$ cat config.mk
export PLATFORM = sky130hd
export DESIGN_NAME = fee_payment
export DESIGN_NICKNAME = d
export VERILOG_FILES = /design/src/rtl/fee_payment.sv
export SDC_FILE = /design/constraint.sdc
export NUM_CORES = 1
export LEC_CHECK = 0
export ABC_CLOCK_PERIOD_IN_PS = 7900
export CORE_UTILIZATION = 62
export DETAILED_ROUTE_END_ITERATION = 10
export GPL_TIMING_DRIVEN = 1
export PLACE_DENSITY = 0.87
export SYNTH_ARGS = -nofsm -noshare
export SYNTH_HDL_FRONTEND = slang
export SYNTH_SLANG_ARGS = --single-unit
$ cat constraint.sdc
create_clock -name clk -period 7.9 [get_ports clk]
set_clock_uncertainty 0.1 [all_clocks]
set_input_delay 0.79 -clock clk [delete_from_list [all_inputs] [get_ports clk]]
set_output_delay 0.79 -clock clk [all_outputs]
set_load 0.01 [all_outputs]
$ cat src/rtl/fee_payment.sv
// Parking fee payment: converts elapsed time to a charge, takes coins, returns change, opens the gate.
// Optional build macro FEE_CAP_EN clamps every charge to MAX_CHARGE.
module fee_payment #(
    parameter int TIME_W      = 11,
    parameter int AMT_W       = 16,
    parameter int FREE_UNITS  = 2,
    parameter int RATE        = 5,
    parameter int TIMEOUT_CYC = 50000000,
    parameter int MAX_CHARGE  = 500
) (
    input  logic              clk,
    input  logic              reset,
    input  logic              fee_valid,
    input  logic [TIME_W-1:0] use_time,
    input  logic              coin_valid,
    input  logic [1:0]        coin_code,
    input  logic              cancel,
    output logic              busy,
    output logic [AMT_W-1:0]  amount_due,
    output logic [AMT_W-1:0]  paid_total,
    output logic              change_valid,
    output logic [AMT_W-1:0]  change_amount,
    output logic              gate_open,
    output logic              coin_reject,
    output logic              fee_drop
);

    typedef enum logic [2:0] {IDLE, CALC, WAIT_PAY, CHANGE, REFUND, DONE} state_t;

    localparam int               CNT_W     = $clog2(TIMEOUT_CYC + 1);
    localparam int               PROD_W    = AMT_W + TIME_W;
    localparam logic [AMT_W-1:0] AMT_MAX   = '1;
    localparam logic [15:0]      COIN_VALS = {4'd10, 4'd5, 4'd2, 4'd1};

    if ((MAX_CHARGE < 0) || (TIMEOUT_CYC < 1)) begin : g_bad_params
        $error("fee_payment: MAX_CHARGE must be >= 0 and TIMEOUT_CYC >= 1");
    end

    state_t            state_reg, state_next;
    logic [TIME_W-1:0] use_time_reg, use_time_next;
    logic [AMT_W-1:0]  charge_reg, charge_next;
    logic [AMT_W-1:0]  paid_reg, paid_next;
    logic [CNT_W-1:0]  cnt_reg, cnt_next;
    logic [AMT_W-1:0]  change_amount_reg, change_amount_next;
    logic              change_valid_reg, change_valid_next;
    logic              gate_open_reg, gate_open_next;
    logic              coin_reject_reg, coin_reject_next;
    logic              fee_drop_reg, fee_drop_next;

    logic [AMT_W-1:0]  coin_lut [4];
    logic [AMT_W-1:0]  coin_value;
    logic [AMT_W:0]    paid_sum;
    logic [AMT_W-1:0]  paid_sat;
    logic [TIME_W-1:0] billable;
    logic [PROD_W-1:0] product;
    logic [AMT_W-1:0]  charge_sat;
    logic [AMT_W-1:0]  charge_calc;

    for (genvar gi = 0; gi < 4; gi++) begin : g_coin_lut
        assign coin_lut[gi] = AMT_W'(COIN_VALS[gi*4 +: 4]);
    end

    assign coin_value = coin_lut[coin_code];
    assign paid_sum   = {1'b0, paid_reg} + {1'b0, coin_value};
    assign paid_sat   = paid_sum[AMT_W] ? AMT_MAX : paid_sum[AMT_W-1:0];

    // Product is formed wide enough that it can never wrap before saturation.
    assign billable   = (use_time_reg <= TIME_W'(FREE_UNITS)) ? '0
                                                              : use_time_reg - TIME_W'(FREE_UNITS);
    assign product    = PROD_W'(billable) * PROD_W'(RATE);
    assign charge_sat = (product > PROD_W'(AMT_MAX)) ? AMT_MAX : product[AMT_W-1:0];

`ifdef FEE_CAP_EN
    assign charge_calc = (charge_sat > AMT_W'(MAX_CHARGE)) ? AMT_W'(MAX_CHARGE) : charge_sat;
`else
    assign charge_calc = charge_sat;
`endif

    always_comb begin
        state_next         = state_reg;
        use_time_next      = use_time_reg;
        charge_next        = charge_reg;
        paid_next          = paid_reg;
        cnt_next           = cnt_reg;
        change_amount_next = change_amount_reg;
        change_valid_next  = 1'b0;
        gate_open_next     = 1'b0;
        coin_reject_next   = coin_valid;
        fee_drop_next      = fee_valid && (state_reg != IDLE);
        case (state_reg)
            IDLE: begin
                if (fee_valid) begin
                    use_time_next = use_time;
                    paid_next     = '0;
                    state_next    = CALC;
                end
            end
            CALC: begin
                charge_next = charge_calc;
                cnt_next    = '0;
                if (charge_calc == '0) begin
                    state_next     = DONE;
                    gate_open_next = 1'b1;
                end else begin
                    state_next = WAIT_PAY;
                end
            end
            WAIT_PAY: begin
                // Priority: cancel, then completed payment, then coin, then timeout.
                if (cancel) begin
                    state_next         = REFUND;
                    change_valid_next  = 1'b1;
                    change_amount_next = paid_reg;
                end else if (paid_reg >= charge_reg) begin
                    state_next         = CHANGE;
                    change_valid_next  = 1'b1;
                    change_amount_next = paid_reg - charge_reg;
                end else if (coin_valid) begin
                    coin_reject_next = 1'b0;
                    paid_next        = paid_sat;
                    cnt_next         = '0;
                end else if (cnt_reg == CNT_W'(TIMEOUT_CYC - 1)) begin
                    state_next         = REFUND;
                    change_valid_next  = 1'b1;
                    change_amount_next = paid_reg;
                end else begin
                    cnt_next = cnt_reg + 1'b1;
                end
            end
            CHANGE: begin
                state_next     = DONE;
                gate_open_next = 1'b1;
            end
            REFUND:  state_next = IDLE;
            DONE:    state_next = IDLE;
            default: state_next = IDLE;
        endcase
    end

    always_ff @(posedge clk) begin
        if (reset) begin
            state_reg         <= IDLE;
            use_time_reg      <= '0;
            charge_reg        <= '0;
            paid_reg          <= '0;
            cnt_reg           <= '0;
            change_amount_reg <= '0;
            change_valid_reg  <= 1'b0;
            gate_open_reg     <= 1'b0;
            coin_reject_reg   <= 1'b0;
            fee_drop_reg      <= 1'b0;
        end else begin
            state_reg         <= state_next;
            use_time_reg      <= use_time_next;
            charge_reg        <= charge_next;
            paid_reg          <= paid_next;
            cnt_reg           <= cnt_next;
            change_amount_reg <= change_amount_next;
            change_valid_reg  <= change_valid_next;
            gate_open_reg     <= gate_open_next;
            coin_reject_reg   <= coin_reject_next;
            fee_drop_reg      <= fee_drop_next;
        end
    end

    assign busy          = (state_reg != IDLE);
    assign amount_due    = ((state_reg == WAIT_PAY) && (charge_reg > paid_reg)) ? charge_reg - paid_reg : '0;
    assign paid_total    = paid_reg;
    assign change_valid  = change_valid_reg;
    assign change_amount = change_amount_reg;
    assign gate_open     = gate_open_reg;
    assign coin_reject   = coin_reject_reg;
    assign fee_drop      = fee_drop_reg;

endmodule

==> metrics.md <==
| Metric | Value |
|---|---|
| Status | finished, final reports clean |
| Slew Limit Fails | 0 |
| Postcts setup bufs | 0 |
| CTS Root Cell | clkbuf_8 |
| H-Tree Depth | 3 |
| Levels on crit path | 11 |
| Port bufs | 69 |
| Hold Crit Depth | 2 |
| Total power | 2.78 mW |
| Final worst slack | 3010 ps |
| Final cell count without fillers | 1045 |
| Vias in the first global route | 5798 |
| Reg clk slew, reported paths | 90 ps |
| Total track usage | 0.323 |
| Synth Net Count | 937 |
| Synth Cell Area | 6520 sq um |
| Die height | 105 microns |
| CP Capture Type | output port |
| Critical Path AT | 4000 ps |
| Max transition margin | 0.281 |
| Initial Utilization | 0.634 |
| Diode count | 0 |
| Core area | 10300 sq um |
| Final Hold Viols | 0 |
| Part of the cycle the worst path needs | 0.618 |
| Top_reg_cell synth | dfxtp_1 |
| Hold WC Path Type | reg -> reg |
| Hold Startpoint | change_amount[0]$_SDFFE_PP0P_ |
| Most common cell after layout, fill and taps aside | nor2_1 |
| Fillers | 859 |
| CTS sink count | 90 |
| CP Buf/Inv Count | 2 |
| Setup crit start | paid_total[0]$_SDFFE_PP0P_ |
| Max-Cap Viols | 0 |
| P_leak | 2.76 nW |
| Seq pwr share | 0.213 |
| Dpl ws | 3370 ps |
| Max reg flops | 26 |
| Worst setup path class | reg -> out |
| Worst-Margin Slew | 1070 ps |
| CP cell instances | ha_1, inv_1, fa_1, a21o_1, a21o_1, a221oi_1, o21ai_0, a211o_1, nand2_1, o21ba_2, clkdlybuf4s50_1 |
| Layout overhead on the synthesized area | 13.2% |
| First-pass GRT wire length | 28400 microns |
| Routability cong. | 0.961 |
| Critical Path RT | 7010 ps |
| Internal power | 1.46 mW |
| DR WL/cell | 16.7 microns |
| Hold Buf Count CTS | 0 |
| Worst path most repeated cell | a21o_1 |
| CP peak stage delay | 470 ps |
| DRT Wirelength | 17400 microns |
| Placement Rows | 37 |
| Power Density | 376 nW/um^2 |
| Asr flop ratio synth | 0 |
| Yosys top cell by area | dfxtp_1 |
| Setup TNS | 0 ps |
| Initial antenna violation count | 0 |
| Area of the die | 10900 sq um |
| PostCTS Resize Cnt | 0 |
| Sw Ratio | 0.475 |
| Syn Area/Cell | 7.53 sq um |
| Leading cell types in the layout, fill and taps excluded | 95 x nor2_1, 91 x nand2_1, 90 x dfxtp_1 |
| Global route total overflow | 0 |
| Largest net degree at the start of global routing | 47 |
| Final setup viols | 0 |
| Worst reg2reg path depth | 14 |
| Detail-routed via count per cell | 6.11 |
| Maximum clock path buffer count | 2 |
| DRC | 0 |
| Crit Path Max Fanout | 14 |
| Crit Reg-Reg Startpoint | use_time_reg[4]$_SDFFE_PP0P_ |
| Drt pass-1 iters | 6 |
| DP Cell Count | 1030 |
| RSZ-0062 raised after global routing | no |
| Startpoint type of the worst setup path | flop |
| Yosys warns | 0 |
| Clk pwr share | 0.116 |
| Synth cell types | 73 |
| Total I/O pin count | 71 |
| CTS buffer count | 9 |
| Post-synth EDFFs | 0 |
| Die Span X | 105 microns |
| VDD IR-drop max | 0.000413 V |
| Top post-synthesis cells by area | dfxtp_1 28%, ha_1 9.4%, a21oi_1 6.5% |
| Seq cells post-synth | 90 |
| Fmax | 205 MHz |
| Net Sw Power | 1.32 mW |
| CP max stage cell | clkdlybuf4s50_1 |
| Logic gate share of total power | 0.671 |
| CTS tree | built |
| Total number of vias | 6380 |
| CP delay by family, top | compound AO/OA/AOI/OAI gates |
| Antenna viol nets, final | 0 |
| Skew-Pair Late Insertion Delay | 380 ps |
| DR iter-0 viols | 416 |
| Final net count | 976 |
| Dpl hpwl | 13200 microns |
| Fin crit period | 4890 ps |
| Post-synth top area share | 0.276 |
| Mapped Cells | 866 |
| Layout cells sized above 1 | 0.0517 |
| Register area share after synthesis | 0.276 |
## power groups by stage
| stage | clock network, mW | logic, mW | registers (mW) |
|---|---|---|---|
| CTS | 0.323 | 1.83 | 0.589 |
| detailed placement | 0 | 1.82 | 0.599 |
| global placement | 0 | 1.78 | 0.594 |
| global route | 0.342 | 2.05 | 0.599 |
| finish | 0.321 | 1.86 | 0.591 |
| floorplan | 0 | 1.43 | 0.582 |
## tightest hold or removal path: cells and delay by family, from the launching register on
kind / cells / cell delay [ps]
compound gates: 1 / 50
simple gates: 1 / 50
flops: 1 / 320
## Yosys cell counts (5+ instances only)
cell      count
nand2b_1     11
inv_1        58
and2_1        9
nand3_1      15
o211ai_1      7
a31oi_1       8
ha_1         49
xor2_1        9
o21a_1       10
a21boi_0      5
nand2_1      91
a21o_1       14
nor2_1       95
a21oi_1      85
o21ai_0      61
nor3b_1       5
a211oi_1     19
or3_1        17
buf_2        13
buf_4         6
clkbuf_1     22
nor2b_1       6
nand4_1      10
and3_1        5
nor3_1       27
xnor2_1      35
nor4_1        7
dfxtp_1      90
## per-stage QoR
step	utilization	cell area, sq um	hold slack, ps
after global placement	0.699	7190	357
after global routing	0.718	7380	387
after floorplan	-	6520	349
after CTS	0.718	7380	370
final	0.718	7380	364
after detailed placement	0.699	7190	359
## kinds of logic (layout without fill, tap and decap cells)
logic type / after synthesis / count (layout) / synth area share
buffers and inverters: 105 / 148 / 0.0700
DFF: 90 / 90 / 0.276
muxes: 4 / 4 / 0.00691
adders and majority gates: 53 / 53 / 0.106
xor gates and xnor gates: 44 / 44 / 0.0591
and+or+nand+nor: 319 / 319 / 0.237
AOI/OAI and AO/OA: 250 / 250 / 0.244
other: 1 / 1 / 0.000575
## final timing paths
| check | endpoint | slack, ps |
|---|---|---|
| worst max-delay path | amount_due[15] | 3010 |
| worst min-delay path | change_amount[0]$_SDFFE_PP0P_ | 360 |
| worst max register to register | state_reg[1]$_SDFFE_PP0P_ | 3220 |
| worst min register to register | change_amount[0]$_SDFFE_PP0P_ | 360 |
## cell type report
| cell class | instances | area (sq um) | area share |
|---|---|---|---|
| multi-input combinational | 671 | 4270 | 0.578 |
| sequential | 90 | 1800 | 0.244 |
| timing repair buffer | 74 | 728 | 0.0987 |
| inverter | 59 | 221 | 0.0300 |
| tap | 136 | 170 | 0.0231 |
| clock buffer | 11 | 141 | 0.0192 |
| clock inverter | 4 | 52.6 | 0.00712 |
## per-layer routing
metal	GRT usage	vias to the layer above	wire length, microns
met2	0.516	241	7960
li1	-	3108	-
met5	0	-	0
met4	0.117	0	441
met3	0.0605	49	1150
met1	0.435	2982	7870
Note: power is estimated with default switching activity, not from simulation.
